**config.mk**
```make
export PLATFORM = sky130hd
export DESIGN_NAME = dmem_ctrl_flat
export DESIGN_NICKNAME = d
export VERILOG_FILES = /design/src/rtl/dmem_pkg.sv /design/src/rtl/dmem_ctrl_if.sv /design/src/rtl/dmem_ctrl_byte_lane.sv /design/src/rtl/dmem_ctrl.sv /design/src/flat_wrapper.sv
export SDC_FILE = /design/constraint.sdc
export NUM_CORES = 1
export LEC_CHECK = 0
export CORE_MARGIN = 2
export CORE_UTILIZATION = 44
export CTS_BUF_LIST = sky130_fd_sc_hd__clkbuf_2 sky130_fd_sc_hd__clkbuf_4 sky130_fd_sc_hd__clkbuf_8
export DETAILED_ROUTE_END_ITERATION = 8
export PLACE_DENSITY = 0.83
export SYNTH_ARGS = -nofsm -noshare
export SYNTH_HDL_FRONTEND = slang
export SYNTH_SLANG_ARGS = --single-unit
```
**constraint.sdc**
```tcl
create_clock -name clk -period 2.4 [get_ports clk]
set_input_delay 0.48 -clock clk [delete_from_list [all_inputs] [get_ports clk]]
set_output_delay 0.48 -clock clk [all_outputs]
set_load 0.1 [all_outputs]
```
**src/rtl/dmem_pkg.sv**
```systemverilog
// Shared types and constants for the data-memory controller: FSM states,
// byte-lane constants and the registered request record.
package dmem_pkg;

  localparam int ADDR_W_DEFAULT  = 10;
  localparam int TIMEOUT_DEFAULT = 255;
  localparam int DATA_W          = 32;
  localparam int LANE_W          = 2;
  localparam int BE_W            = 4;

  localparam logic [BE_W-1:0] BE_ALL = '1;

  typedef enum logic [1:0] {
    S_IDLE   = 2'd0,
    S_ACCESS = 2'd1,
    S_RESP   = 2'd2
  } state_e;

  // Everything captured from the core when a request is accepted, except the
  // address, whose width depends on the RAM size.
  typedef struct packed {
    logic              we;
    logic              is_byte;
    logic [LANE_W-1:0] lane;
    logic [BE_W-1:0]   be;
    logic [DATA_W-1:0] wdata;
  } req_t;

  function automatic logic [BE_W-1:0] lane_be(input logic [LANE_W-1:0] lane);
    return BE_W'(1) << lane;
  endfunction

endpackage

```
**src/rtl/dmem_ctrl_if.sv**
```systemverilog
// Bundle of the core-side request/response signals and the RAM-side port of
// the data-memory controller.
interface dmem_ctrl_if #(
  parameter int ADDR_W = 10
);

  logic              req_valid;
  logic              req_ready;
  logic              req_we;
  logic              req_byte;
  logic [31:0]       req_addr;
  logic [31:0]       req_wdata;
  logic              rsp_valid;
  logic [31:0]       rsp_rdata;
  logic              stall;
  logic              err;
  logic              ram_req;
  logic              ram_we;
  logic [ADDR_W-1:0] ram_addr;
  logic [3:0]        ram_be;
  logic [31:0]       ram_wdata;
  logic              ram_ack;
  logic [31:0]       ram_rdata;

  // The controller side.
  modport slave (
    input  req_valid, req_we, req_byte, req_addr, req_wdata, ram_ack, ram_rdata,
    output req_ready, rsp_valid, rsp_rdata, stall, err,
           ram_req, ram_we, ram_addr, ram_be, ram_wdata
  );

  // The core plus RAM model driving the controller.
  modport master (
    output req_valid, req_we, req_byte, req_addr, req_wdata, ram_ack, ram_rdata,
    input  req_ready, rsp_valid, rsp_rdata, stall, err,
           ram_req, ram_we, ram_addr, ram_be, ram_wdata
  );

endinterface

```
**src/rtl/dmem_ctrl_byte_lane.sv**
```systemverilog
// Byte-lane steering: store-side byte enables and write-data replication,
// load-side lane extraction with zero extension.
module byte_lane
  import dmem_pkg::*;
(
  input  logic [LANE_W-1:0] st_lane_i,
  input  logic              st_byte_i,
  input  logic [DATA_W-1:0] st_wdata_i,
  output logic [BE_W-1:0]   be_o,
  output logic [DATA_W-1:0] wdata_o,
  input  logic [LANE_W-1:0] ld_lane_i,
  input  logic              ld_byte_i,
  input  logic [DATA_W-1:0] rdata_i,
  output logic [DATA_W-1:0] ldata_o
);

  logic [7:0] lane_byte;

  // NOTE: every output of a combinational block is assigned on every path,
  // otherwise synthesis infers a latch to hold the old value.
  always_comb begin
    be_o      = BE_ALL;
    wdata_o   = st_wdata_i;
    lane_byte = rdata_i[{ld_lane_i, 3'b000} +: 8];
    ldata_o   = rdata_i;
    if (st_byte_i) begin
      be_o    = lane_be(st_lane_i);
      wdata_o = {4{st_wdata_i[7:0]}};
    end
    if (ld_byte_i) begin
      ldata_o = {24'b0, lane_byte};
    end
  end

endmodule

```
**src/rtl/dmem_ctrl.sv**
```systemverilog
// Memory-stage data-memory controller: accepts one load/store from the core,
// runs a single RAM handshake with timeout, and returns a one-cycle response.
module dmem_ctrl
  import dmem_pkg::*;
#(
  parameter int ADDR_W  = ADDR_W_DEFAULT,
  parameter int TIMEOUT = TIMEOUT_DEFAULT
) (
  input logic       clk,
  input logic       Reset_n,
  dmem_ctrl_if.slave bus
);

  localparam int CNT_W = (TIMEOUT < 2) ? 1 : $clog2(TIMEOUT + 1);

  state_e            state_q, state_d;
  logic [CNT_W-1:0]  cnt_q, cnt_d, cnt_inc;
  req_t              req_q, req_d;
  logic [ADDR_W-1:0] addr_q, addr_d;
  logic [31:0]       rdata_q, rdata_d;
  logic              err_q, err_d;

  logic [BE_W-1:0]   st_be;
  logic [31:0]       st_wdata;
  logic [31:0]       ld_data;
  logic              misaligned;
  logic              unused_addr_hi;

  byte_lane u_byte_lane (
    .st_lane_i (bus.req_addr[1:0]),
    .st_byte_i (bus.req_byte),
    .st_wdata_i(bus.req_wdata),
    .be_o      (st_be),
    .wdata_o   (st_wdata),
    .ld_lane_i (req_q.lane),
    .ld_byte_i (req_q.is_byte),
    .rdata_i   (bus.ram_rdata),
    .ldata_o   (ld_data)
  );

  assign misaligned     = !bus.req_byte && (bus.req_addr[1:0] != 2'b00);
  assign cnt_inc        = cnt_q + CNT_W'(1);
  assign unused_addr_hi = ^bus.req_addr[31:ADDR_W+2];

  always_comb begin
    state_d = state_q;
    cnt_d   = cnt_q;
    req_d   = req_q;
    addr_d  = addr_q;
    rdata_d = rdata_q;
    err_d   = 1'b0;
    unique case (state_q)
      S_IDLE: begin
        if (bus.req_valid) begin
          req_d.we      = bus.req_we;
          req_d.is_byte = bus.req_byte;
          req_d.lane    = bus.req_addr[1:0];
          req_d.be      = st_be;
          req_d.wdata   = st_wdata;
          addr_d        = bus.req_addr[ADDR_W+1:2];
          cnt_d         = '0;
          if (misaligned) begin
            err_d = 1'b1;
          end else begin
            state_d = S_ACCESS;
          end
        end
      end
      S_ACCESS: begin
        // An ack in the final allowed cycle takes priority over the timeout.
        if (bus.ram_ack) begin
          rdata_d = req_q.we ? '0 : ld_data;
          state_d = S_RESP;
        end else if (cnt_inc == CNT_W'(TIMEOUT)) begin
          err_d   = 1'b1;
          state_d = S_IDLE;
        end else begin
          cnt_d = cnt_inc;
        end
      end
      S_RESP: begin
        state_d = S_IDLE;
      end
      default: begin
        state_d = S_IDLE;
      end
    endcase
  end

  // NOTE: state registers use non-blocking assignments so every flop samples
  // the pre-edge values, independent of statement order.
  always_ff @(posedge clk) begin
    // NOTE: every register is reset here, including the request record,
    // because the RAM-side outputs are required to read zero after reset.
    if (!Reset_n) begin
      state_q <= S_IDLE;
      cnt_q   <= '0;
      req_q   <= '0;
      addr_q  <= '0;
      rdata_q <= '0;
      err_q   <= 1'b0;
    end else begin
      state_q <= state_d;
      cnt_q   <= cnt_d;
      req_q   <= req_d;
      addr_q  <= addr_d;
      rdata_q <= rdata_d;
      err_q   <= err_d;
    end
  end

  assign bus.req_ready = (state_q == S_IDLE);
  assign bus.stall     = ((state_q == S_IDLE) && bus.req_valid) || (state_q == S_ACCESS);
  assign bus.rsp_valid = (state_q == S_RESP);
  assign bus.rsp_rdata = rdata_q;
  assign bus.err       = err_q;
  assign bus.ram_req   = (state_q == S_ACCESS);
  assign bus.ram_we    = req_q.we;
  assign bus.ram_addr  = addr_q;
  assign bus.ram_be    = req_q.be;
  assign bus.ram_wdata = req_q.wdata;

endmodule

```
**src/flat_wrapper.sv**
```systemverilog
// flat-port wrapper written by rule: the top's interface ports become plain ports
module dmem_ctrl_flat import dmem_pkg::*;
#(
  parameter int ADDR_W  = ADDR_W_DEFAULT,
  parameter int TIMEOUT = TIMEOUT_DEFAULT
)
  (clk, Reset_n, bus_req_valid, bus_req_we, bus_req_byte, bus_req_addr, bus_req_wdata, bus_ram_ack, bus_ram_rdata, bus_req_ready, bus_rsp_valid, bus_rsp_rdata, bus_stall, bus_err, bus_ram_req, bus_ram_we, bus_ram_addr, bus_ram_be, bus_ram_wdata);
  dmem_ctrl_if #(.ADDR_W(ADDR_W)) bus_i ();
  input logic clk;
  input logic Reset_n;
  input wire logic [$bits(bus_i.req_valid)-1:0] bus_req_valid;
  input wire logic [$bits(bus_i.req_we)-1:0] bus_req_we;
  input wire logic [$bits(bus_i.req_byte)-1:0] bus_req_byte;
  input wire logic [$bits(bus_i.req_addr)-1:0] bus_req_addr;
  input wire logic [$bits(bus_i.req_wdata)-1:0] bus_req_wdata;
  input wire logic [$bits(bus_i.ram_ack)-1:0] bus_ram_ack;
  input wire logic [$bits(bus_i.ram_rdata)-1:0] bus_ram_rdata;
  output wire logic [$bits(bus_i.req_ready)-1:0] bus_req_ready;
  output wire logic [$bits(bus_i.rsp_valid)-1:0] bus_rsp_valid;
  output wire logic [$bits(bus_i.rsp_rdata)-1:0] bus_rsp_rdata;
  output wire logic [$bits(bus_i.stall)-1:0] bus_stall;
  output wire logic [$bits(bus_i.err)-1:0] bus_err;
  output wire logic [$bits(bus_i.ram_req)-1:0] bus_ram_req;
  output wire logic [$bits(bus_i.ram_we)-1:0] bus_ram_we;
  output wire logic [$bits(bus_i.ram_addr)-1:0] bus_ram_addr;
  output wire logic [$bits(bus_i.ram_be)-1:0] bus_ram_be;
  output wire logic [$bits(bus_i.ram_wdata)-1:0] bus_ram_wdata;
  assign bus_i.req_valid = bus_req_valid;
  assign bus_i.req_we = bus_req_we;
  assign bus_i.req_byte = bus_req_byte;
  assign bus_i.req_addr = bus_req_addr;
  assign bus_i.req_wdata = bus_req_wdata;
  assign bus_i.ram_ack = bus_ram_ack;
  assign bus_i.ram_rdata = bus_ram_rdata;
  assign bus_req_ready = bus_i.req_ready;
  assign bus_rsp_valid = bus_i.rsp_valid;
  assign bus_rsp_rdata = bus_i.rsp_rdata;
  assign bus_stall = bus_i.stall;
  assign bus_err = bus_i.err;
  assign bus_ram_req = bus_i.ram_req;
  assign bus_ram_we = bus_i.ram_we;
  assign bus_ram_addr = bus_i.ram_addr;
  assign bus_ram_be = bus_i.ram_be;
  assign bus_ram_wdata = bus_i.ram_wdata;
  dmem_ctrl #(.ADDR_W(ADDR_W), .TIMEOUT(TIMEOUT)) u_core (.clk(clk), .Reset_n(Reset_n), .bus(bus_i));
endmodule
```
==> impl_metrics.yaml, run 1 <==
floorplan:
  core_area_sq_um: 9680
  initial_core_util: 0.447
  die_h_um: 103
  io_pins: 186
  rows: 36
  die_w_um: 103
  dieArea_sq_um: 10700
setup_path:
  cp.arrival_ns: 2.48
  worstPathCellList: "ha_2, nand3_1, o32ai_1, o22ai_2, o31a_1, o221ai_1"
  path_max_fanout: 8
  path_buf_inv: 0
  critPathLaunchType: "flip-flop"
  r2r_setup_slack_ns: 0.19
  slowest_delay_ns: 0.49
  crit_type: "flip-flop to flip-flop"
  endpoint: "u_core.cnt_q[5]"
  startpoint: "u_core.cnt_q[0]"
  crit_family: "compound AO/OA/AOI/OAI gates"
  r2r_cells: 6
  worstReg2RegEnd: "u_core.cnt_q[5]"
  crit_slowest_cell: "dfxtp_1"
  worstReg2RegStart: "u_core.cnt_q[0]"
  crit_cells: 6
  endpoint_kind: "flip-flop"
  worst_ep_required_time_ns: 2.67
cts:
  clk-insertion-delay-late_ns: 0.36
  cts-hold-fix-buffers: 0
  htreeDepth: 3
  cts_buffer_depth: 2
  clock_sinks: 93
  cts_tree: "built"
  clock-root-buffer: "clkbuf_8"
  path_clk_slew_ns: 0.09
  numCtsBuffers: 9
  cts_resized: 0
  cts_setup_buffers: 0
synthesis:
  syn-instance-count: 470
  synth_seq_cells: 93
  netlist_area_sq_um: 4330
  yosysUniqueCellTypes: 44
  syn_avg_cell_area_sq_um: 9.22
  yosysMostFrequentCell: "dfxtp_1"
  synth_warnings: 0
  yosysTopAreaCellShare: 0.430
  synth_edf_count: 0
  synthArstFlopShare: 0
  synth_top_area_cell: "dfxtp_1"
  ys_seq_area_frac: 0.430
  synth_common_cells: "dfxtp_1, nand2_1, buf_4, mux2i_1, a21boi_0"
  ys.flop_type: "dfxtp_1"
  synthTopCellsByArea: "dfxtp_1, nand2_1, mux2i_1"
  synth_nets: 574
place:
  hpwl_mm: 8.14
  dp_slack_ns: 0.206
  portBuffers: 165
  dp.cells: 705
  globalplace.congestion: 0.847
flow_run:
  maxCapViolCount: 0
cells_and_area:
  area_growth_pct: 34.4
  fin_cells: 721
  final_nets: 687
  drive_above_1_share: 0.204
  antenna_cells: 0
grt:
  grt_use_total: 0.207
  use_met1: 0.263
  grt.met2_usage: 0.340
  grt_max_degree: 80
  use_met3: 0.0571
  grt_busiest_layer: "met2"
  grt_pass1_wl_mm: 17.3
  overflow: 0
  grt_antenna_before_repair: 0
  grt_pass1_vias: 3544
sta:
  rsz0062_at_grt: "false"
  setup_tns_ns: 0
  post-route-period-util: 0.922
  setup-violations-final: 0
  maxSlewViolCount: 0
  period_needed_ns: 2.21
  whs_ns: 0.459
  hold_viol_final: 0
  fmax_ghz: 0.452
  post-route-worst-setup-slack_ns: 0.188
  worst_pin_slew_ns: 0.844
  fin_skew_ns: 0.00904
  max_slew_margin: 0.438
detailed_routing:
  drc: 0
  ant_nets: 0
  via_per_inst: 5.23
  first_iter_violations: 157
  routed_wl_mm: 11.2
  routedWlPerCell_um: 15.5
  first_pass_iters: 4
  vias: 3770
status:
  status: "finished clean"
worst_hold_path:
  min_path_cells: 2
  hold_path_class: "input pin to flip-flop"
power:
  vdd_drop_max_mv: 0.422
  p_leak_nw: 2.64
  powerDensity_nw_per_um2: 683
## report_power, final
group          leakage [nW]  total [mW]  switching, mW  internal, mW
sequential            0.761        1.69         0.0610          1.63
combinational          1.78        1.19          0.846         0.343
clock                 0.101        1.10          0.578         0.519
## state kept, by name (all words and copies together) (netlist names)
signal                count
u_core.bus.err            1
u_core.bus.ram_addr      10
u_core.bus.ram_be         4
u_core.bus.ram_wdata     32
u_core.bus.ram_we         1
u_core.bus.rsp_rdata     32
u_core.cnt_q              8
u_core.req_q              3
u_core.state_q            2
## worst min-delay path by stage
stage,startpoint,end
final,Reset_n,u_core.state_q[1]
after global routing,Reset_n,u_core.state_q[1]
after CTS,Reset_n,u_core.state_q[1]
after detailed placement,u_core.bus.ram_addr[1],u_core.bus.ram_addr[1]
after global placement,u_core.bus.ram_wdata[3],u_core.bus.ram_wdata[3]
after floorplan,u_core.bus.ram_wdata[0],u_core.bus.ram_wdata[0]
## metrics by stage
step / power [mW] / utilization / area [sq um]
global placement: 2.90 / 0.579 / 5600
detailed placement: 2.92 / 0.579 / 5600
CTS: 4.02 / 0.600 / 5810
finish: 3.97 / 0.601 / 5820
floorplan: 2.63 / - / 4340
global route: 4.14 / 0.601 / 5820
## area by class of cell
class / count / area, sq um
repair buffers: 172 / 1510
fillers: 831 / 3860
well taps: 133 / 166
clock inverters: 6 / 70.1
flip-flops and latches: 93 / 1860
inverters: 8 / 30.0
clock buffers: 10 / 138
multi-input cells: 299 / 2050
## logic make-up (layout without fill, tap and decap cells)
kind of cell    Yosys count  after routing  synth area share
buf+inv                  78            196             0.103
mux                      34             34            0.0786
simple gates            133            133             0.131
flops                    93             93             0.430
fa+ha+maj                 2              2           0.00578
compound gates          129            129             0.250
xor+xnor                  1              1           0.00202
## layout by cell type (no fill, tap or decap), types with 2 or more instances in the layout
| master | count |
|---|---|
| and3_1 | 3 |
| o211ai_1 | 3 |
| o2bb2ai_1 | 2 |
| buf_4 | 89 |
| o211a_1 | 29 |
| nand2_1 | 91 |
| nor2_1 | 14 |
| nor3_1 | 3 |
| mux2i_1 | 34 |
| o21a_1 | 4 |
| o221ai_1 | 2 |
| nand2b_1 | 4 |
| a21boi_0 | 31 |
| nand4_1 | 2 |
| o21ai_0 | 14 |
| nand3b_1 | 2 |
| dfxtp_1 | 93 |
| clkinvlp_4 | 2 |
| clkdlybuf4s50_1 | 79 |
| nand3_1 | 5 |
| buf_2 | 2 |
| a2111o_1 | 8 |
| clkbuf_8 | 10 |
| a22o_1 | 24 |
| o31ai_1 | 2 |
| buf_12 | 2 |
| inv_1 | 7 |
## layer usage
layer / wire length (um) / part of all wire / vias to the layer above
li1: - / - / 1857
met1: 4800 / 0.43 / 1750
met2: 5320 / 0.48 / 152
met3: 947 / 0.085 / 11
met4: 112 / 0.010 / 0
met5: 0 / 0 / -
No activity file was read; power rests on OpenSTA's default activity.
==> inputs of run 2 (changes only) <==
Settings changed: CTS_CLUSTER_DIAMETER set to 50.
==> results of run 2 <==
Same layout as run 1: the final DEF is identical, and so are final timing and power.
==> inputs of run 3 (changes only) <==
Settings changed: CORE_MARGIN 2 to unset.
==> run 3 against run 2 <==
  * Power is 1.7% lower
  * Critical endpoint unchanged
  * Via count is 0.42% lower
  * Design area is 0.32% lower
  * Core utilization is 1.8 points higher
  * Global-route usage is 0.66 points higher
  * Sequential share of layout area is 0.12 points higher
  * Largest power group unchanged
  * Clock skew is 0.0062 ns higher
  * Count of clock-buffer cells in the layout is 1 lower
  * Register-to-register slack better by 0.04 ns
  * Maximum frequency is 1.9% higher
==> impl_metrics.yaml, run 3 (same netlist as run 1, synthesis figures left out) <==
place:
  globalplace.congestion: 0.863
  hpwl_mm: 8.08
  dp.cells: 701
  portBuffers: 165
  dp_slack_ns: 0.258
  place_area_sq_um: 5610
cells_and_area:
  final_nets: 687
  fin_cells: 717
  final_common_cell: "dfxtp_1"
  mostFrequentLayoutCells: "dfxtp_1, nand2_1, buf_4"
  drive_above_1_share: 0.206
  antenna_cells: 0
  fillers: 824
  final_cell_area_sq_um: 5800
  area_growth_pct: 34.0
setup_path:
  worstPathCellList: "ha_2, nand3_1, o32ai_1, o22ai_2, o31a_1, o221ai_1"
  cp.arrival_ns: 2.45
  critPathLaunchType: "flip-flop"
  r2r_cells: 6
  crit_slowest_cell: "dfxtp_1"
  slowest_delay_ns: 0.48
  worstReg2RegEnd: "u_core.cnt_q[5]"
  worstReg2RegStart: "u_core.cnt_q[1]"
  r2r_setup_slack_ns: 0.23
  crit_type: "flip-flop to flip-flop"
  endpoint_kind: "flip-flop"
  path_max_fanout: 8
  worst_ep_required_time_ns: 2.68
power:
  vdd_drop_max_mv: 0.445
  powerDensity_nw_per_um2: 673
  p_leak_nw: 2.64
floorplan:
  die_w_um: 101
  initial_core_util: 0.462
  core_area_sq_um: 9370
  rows: 35
  dieArea_sq_um: 10200
  io_pins: 186
  die_h_um: 101
sta:
  hold_viol_final: 0
  setup_tns_ns: 0
  whs_ns: 0.446
  fin_skew_ns: 0.0152
  period_needed_ns: 2.17
  fmax_ghz: 0.460
  rsz0062_at_grt: "false"
  post-route-worst-setup-slack_ns: 0.228
  maxSlewViolCount: 0
  post-route-period-util: 0.905
  setup-violations-final: 0
  worst_pin_slew_ns: 0.830
  max_slew_margin: 0.446
cts:
  clk-insertion-delay-late_ns: 0.36
  cts-hold-fix-buffers: 0
  path_clk_slew_ns: 0.10
  cts_buffer_depth: 2
  clock_sinks: 93
  cts_resized: 0
  cts_tree: "built"
  htreeDepth: 3
  clock-root-buffer: "clkbuf_8"
  cts_setup_buffers: 0
  numCtsBuffers: 9
grt:
  grt_busiest_layer: "met2"
  grt_antenna_before_repair: 0
  grt.met2_usage: 0.361
  grt_pass1_vias: 3543
  grt_max_degree: 80
  use_met3: 0.0669
  grt_pass1_wl_mm: 17.3
  grt_use_total: 0.214
  use_met1: 0.262
  overflow: 0
status:
  status: "finished clean"
worst_hold_path:
  hp-start: "Reset_n"
  min_to: "u_core.state_q[1]"
  min_path_cells: 2
  hold_path_class: "input pin to flip-flop"
detailed_routing:
  ant_nets: 0
  routed_wl_mm: 11.0
  drc: 0
  routedWlPerCell_um: 15.3
  via_per_inst: 5.24
  vias: 3754
  first_pass_iters: 4
  first_iter_violations: 174
flow_run:
  maxCapViolCount: 0
## run 3: layer usage
metal	up-vias	share of wire
li1	1853	-
met1	1730	0.43
met2	163	0.47
met3	8	0.087
met4	0	0.011
met5	-	0
## run 3: power by group
part / internal, mW / leakage (nW) / switching, mW
Combinational: 0.345 / 1.78 / 0.842
Clock: 0.403 / 0.0956 / 0.629
Sequential: 1.63 / 0.762 / 0.0607
## run 3: metrics by stage
stage	util	power [mW]
final	0.619	3.91
after global routing	0.619	4.06
after CTS	0.619	3.94
after detailed placement	0.599	2.91
after global placement	0.599	2.90
after floorplan	-	2.63
## run 3: final cells by class
type                    instances  area, sq um  area share
inverters                       8         30.0     0.00517
multi-input cells             299         2040       0.351
repair buffers                172         1520       0.262
clock buffers                   9          124      0.0213
clock inverters                 7         63.8      0.0110
flip-flops and latches         93         1860       0.321
well taps                     129          161      0.0278
## run 3: critical path, delay by kind of cell, from the launching register on
kind / cells / cell delay [ns]
simple gates: 1 / 0.19
fa+ha+maj: 1 / 0.29
compound gates: 4 / 1.13
flops: 1 / 0.48
## run 3: worst max path at each step
stage / from / endpoint / slack (ns)
after floorplan: u_core.state_q[1] / bus_stall / 0.18
after global placement: u_core.cnt_q[0] / u_core.cnt_q[5] / 0.35
after detailed placement: u_core.cnt_q[0] / u_core.cnt_q[5] / 0.26
after CTS: u_core.cnt_q[0] / u_core.cnt_q[5] / 0.22
after global routing: u_core.cnt_q[1] / u_core.cnt_q[5] / 0.04
final: u_core.cnt_q[1] / u_core.cnt_q[5] / 0.23
==> RTL change (config.mk and constraints of run 2) <==
Make the reset (`Reset_n`) asynchronous in one clocked block.
--- a/src/rtl/dmem_ctrl.sv
+++ b/src/rtl/dmem_ctrl.sv
@@ -91,3 +91,3 @@
   // the pre-edge values, independent of statement order.
-  always_ff @(posedge clk) begin
+  always_ff @(posedge clk or negedge Reset_n) begin
     // NOTE: every register is reset here, including the request record,
Behaviour: differs if Reset_n is asserted again (counterexample within 4 cycles, from zero or initial values and one cycle with Reset_n low); with Reset_n held inactive, the same outputs for 10 cycles.
==> RTL change against run 2 <==
First-iteration DRC count up 1.3%. Cell area rose by 4.7%. Fmax grew 13%. Routed wire length grew 5.2%. Synthesized area is 5.1% higher. Die area up 4.9%. Highest routed layer unchanged. Sequential cell count unchanged. Critical path depth decreased by 3. Setup slack improved by 0.25 ns.
Power is not compared: it rests on default switching activity, and its combinational part moved more than twofold at a synthesized area within 25%.
==> RTL change: results (changes against run 2) <==
Synthesis
  – Syn nets: 611 (+6.4%)
  – Asr flop ratio synth: 1.000 (+1.000)
  – Post-synthesis sequential area ratio: 0.5114 (+0.08160)
  – Number of distinct library cells after synthesis: 41 (-6.8%)
  – Post-synth top cells: nand2_1 (152), dfrtp_1 (93), o21ai_0 (54)
  – Synth warn: 0 (unchanged)
  – Top_reg_cell synth: dfrtp_1
  – Mean Syn Cell Area: 8.976 um^2 (-2.6%)
  – Largest cells by area after synthesis: dfrtp_1 (51%), nand2_1 (13%), buf_4 (6.1%)

Clock tree
  – Skew-Pair Late Insertion Delay: 0.36 ns (about the same)
  – CTS H-Tree Depth: 3 (unchanged)
  – # Post-CTS Setup Buffers: 0 (unchanged)
  – Clock root buffer: clkbuf_8
  – Post-cts repair resize count: 0 (unchanged)
  – Clock Path Buffers: 2 (unchanged)
  – Clock buffer count from CTS: 9 (unchanged)
  – Clock slew at reported path FFs: 0.09 ns (about the same)

Worst setup path
  – Crit-path max cell delay: 0.45 ns (-0.04 ns)
  – Family with the most delay on the worst path: simple AND/OR/NAND/NOR gates
  – Reg2reg start: u_core.cnt_q[1]
  – Max FO, Critical Path: 8 (unchanged)
  – Crit. Startpoint: u_core.state_q[1]
  – CP arrival: 1.49 ns (-0.99 ns)
  – Worst path slowest cell: dfrtp_1

Power and ir drop
  – Clk pwr share: 0.124
  – Pleak: 2.931 nW
  – Maximum vdd drop: 896.5 uV
  – Sw Pwr: approximately 5 mW
  – Sequential Power: ~2.4 mW
  – Reg power frac: 0.275

GRT
  – Number of global-route vias before repair: 3826 (+8.0%)
  – Total track usage: 0.2139 (+0.006655)
  – First-pass GRT wire length: 18.93 mm (+9.1%)
  – Largest net degree at the start of global routing: 72 (-10%)
  – Initial antenna violation count: 0 (unchanged)

Finish
  – Net count, final: 728 (+6.0%)
  – Fin cells: 765 (+6.1%)
  – Share of layout cells above drive strength 1: 0.1940 (-0.01012)
  – Final-layout fill cell count: 898 (+8.1%)
  – Diode count: 0 (unchanged)

Place
  – Pre-CTS setup slack: 0.2730 ns (+0.06712 ns)
  – Dpl cells: 749 (+6.2%)
  – Port Buffers: 165 (unchanged)
  – Placed Area: 5893 um^2 (+5.2%)
  – Final GP Congestion: 0.8615 (+1.7%)
  – DP HPWL: 8.706 mm (+6.9%)

STA
  – Max Clock Skew: 0.009816 ns (+0.0007772 ns)
  – Actual slew at the worst max-slew pin: 0.6224 ns (-0.2212 ns)

Drt
  – Avg WL per Cell: 15.38 um (-0.84%)
  – DR vias/cell: 5.145 (-1.6%)
  – DR pass1 iterations: 4 (unchanged)
  – 1st-iter DRT viols: 159 (+1.3%)

Worst hold path
  – Hold/Removal Path Class: input port to asynchronous set/reset pin

Status
  – Status: finished, final reports clean
[RTL change: cell count changes in the layout (fill, tap and decap cells not counted), moves of 11 or more]
| cell | delta |
|---|---|
| a21boi_0 | -31 |
| a22o_1 | -22 |
| dfrtp_1 | +93 |
| dfxtp_1 | -93 |
| inv_1 | +13 |
| nand2_1 | +59 |
| o211a_1 | -29 |
| o21ai_0 | +40 |
| o41ai_1 | +11 |
[RTL change: routing by layer]
metal | track usage | share of wire
met1 | 0.2673 | 0.41
met2 | 0.3502 | 0.48
met3 | 0.05937 | 0.084
met4 | 0.08835 | 0.023
met5 | 0 | 0
[RTL change: final timing paths]
kind	endpoint	slack (ns)	depth (start not counted)
worst max-delay path	bus_stall	0.43	3
worst min-delay path	u_core.bus.rsp_rdata[16]	0.14	1
worst max register to register	u_core.bus.err	0.46	5
worst min register to register	u_core.bus.ram_addr[8]	0.48	2
max in group asynchronous	u_core.bus.ram_wdata[7]	1.60	2
min in group clk	u_core.bus.ram_addr[8]	0.48	2
[RTL change: final cells by class]
type                    count  area (um^2)  area share
clock buffers              12        152.6     0.02505
clock inverters             4        47.55    0.007803
inverters                  21        78.83     0.01294
multi-input cells         325         1753      0.2877
flip-flops and latches     93         2327      0.3819
well taps                 136        170.2     0.02793
repair buffers            174         1564      0.2567
[RTL change: cell families (layout without fill, tap and decap cells)]
kind of cell	count (synthesis)	count (layout)	synth area share
XOR/XNOR	3	3	0.005775
buffers and inverters	89	211	0.1061
adder cells (fa/ha/maj)	2	2	0.005498
AO/OA/AOI/OAI	100	100	0.1397
flip-flops	93	93	0.5114
multiplexers	26	26	0.05719
AND/OR/NAND/NOR	194	194	0.1743
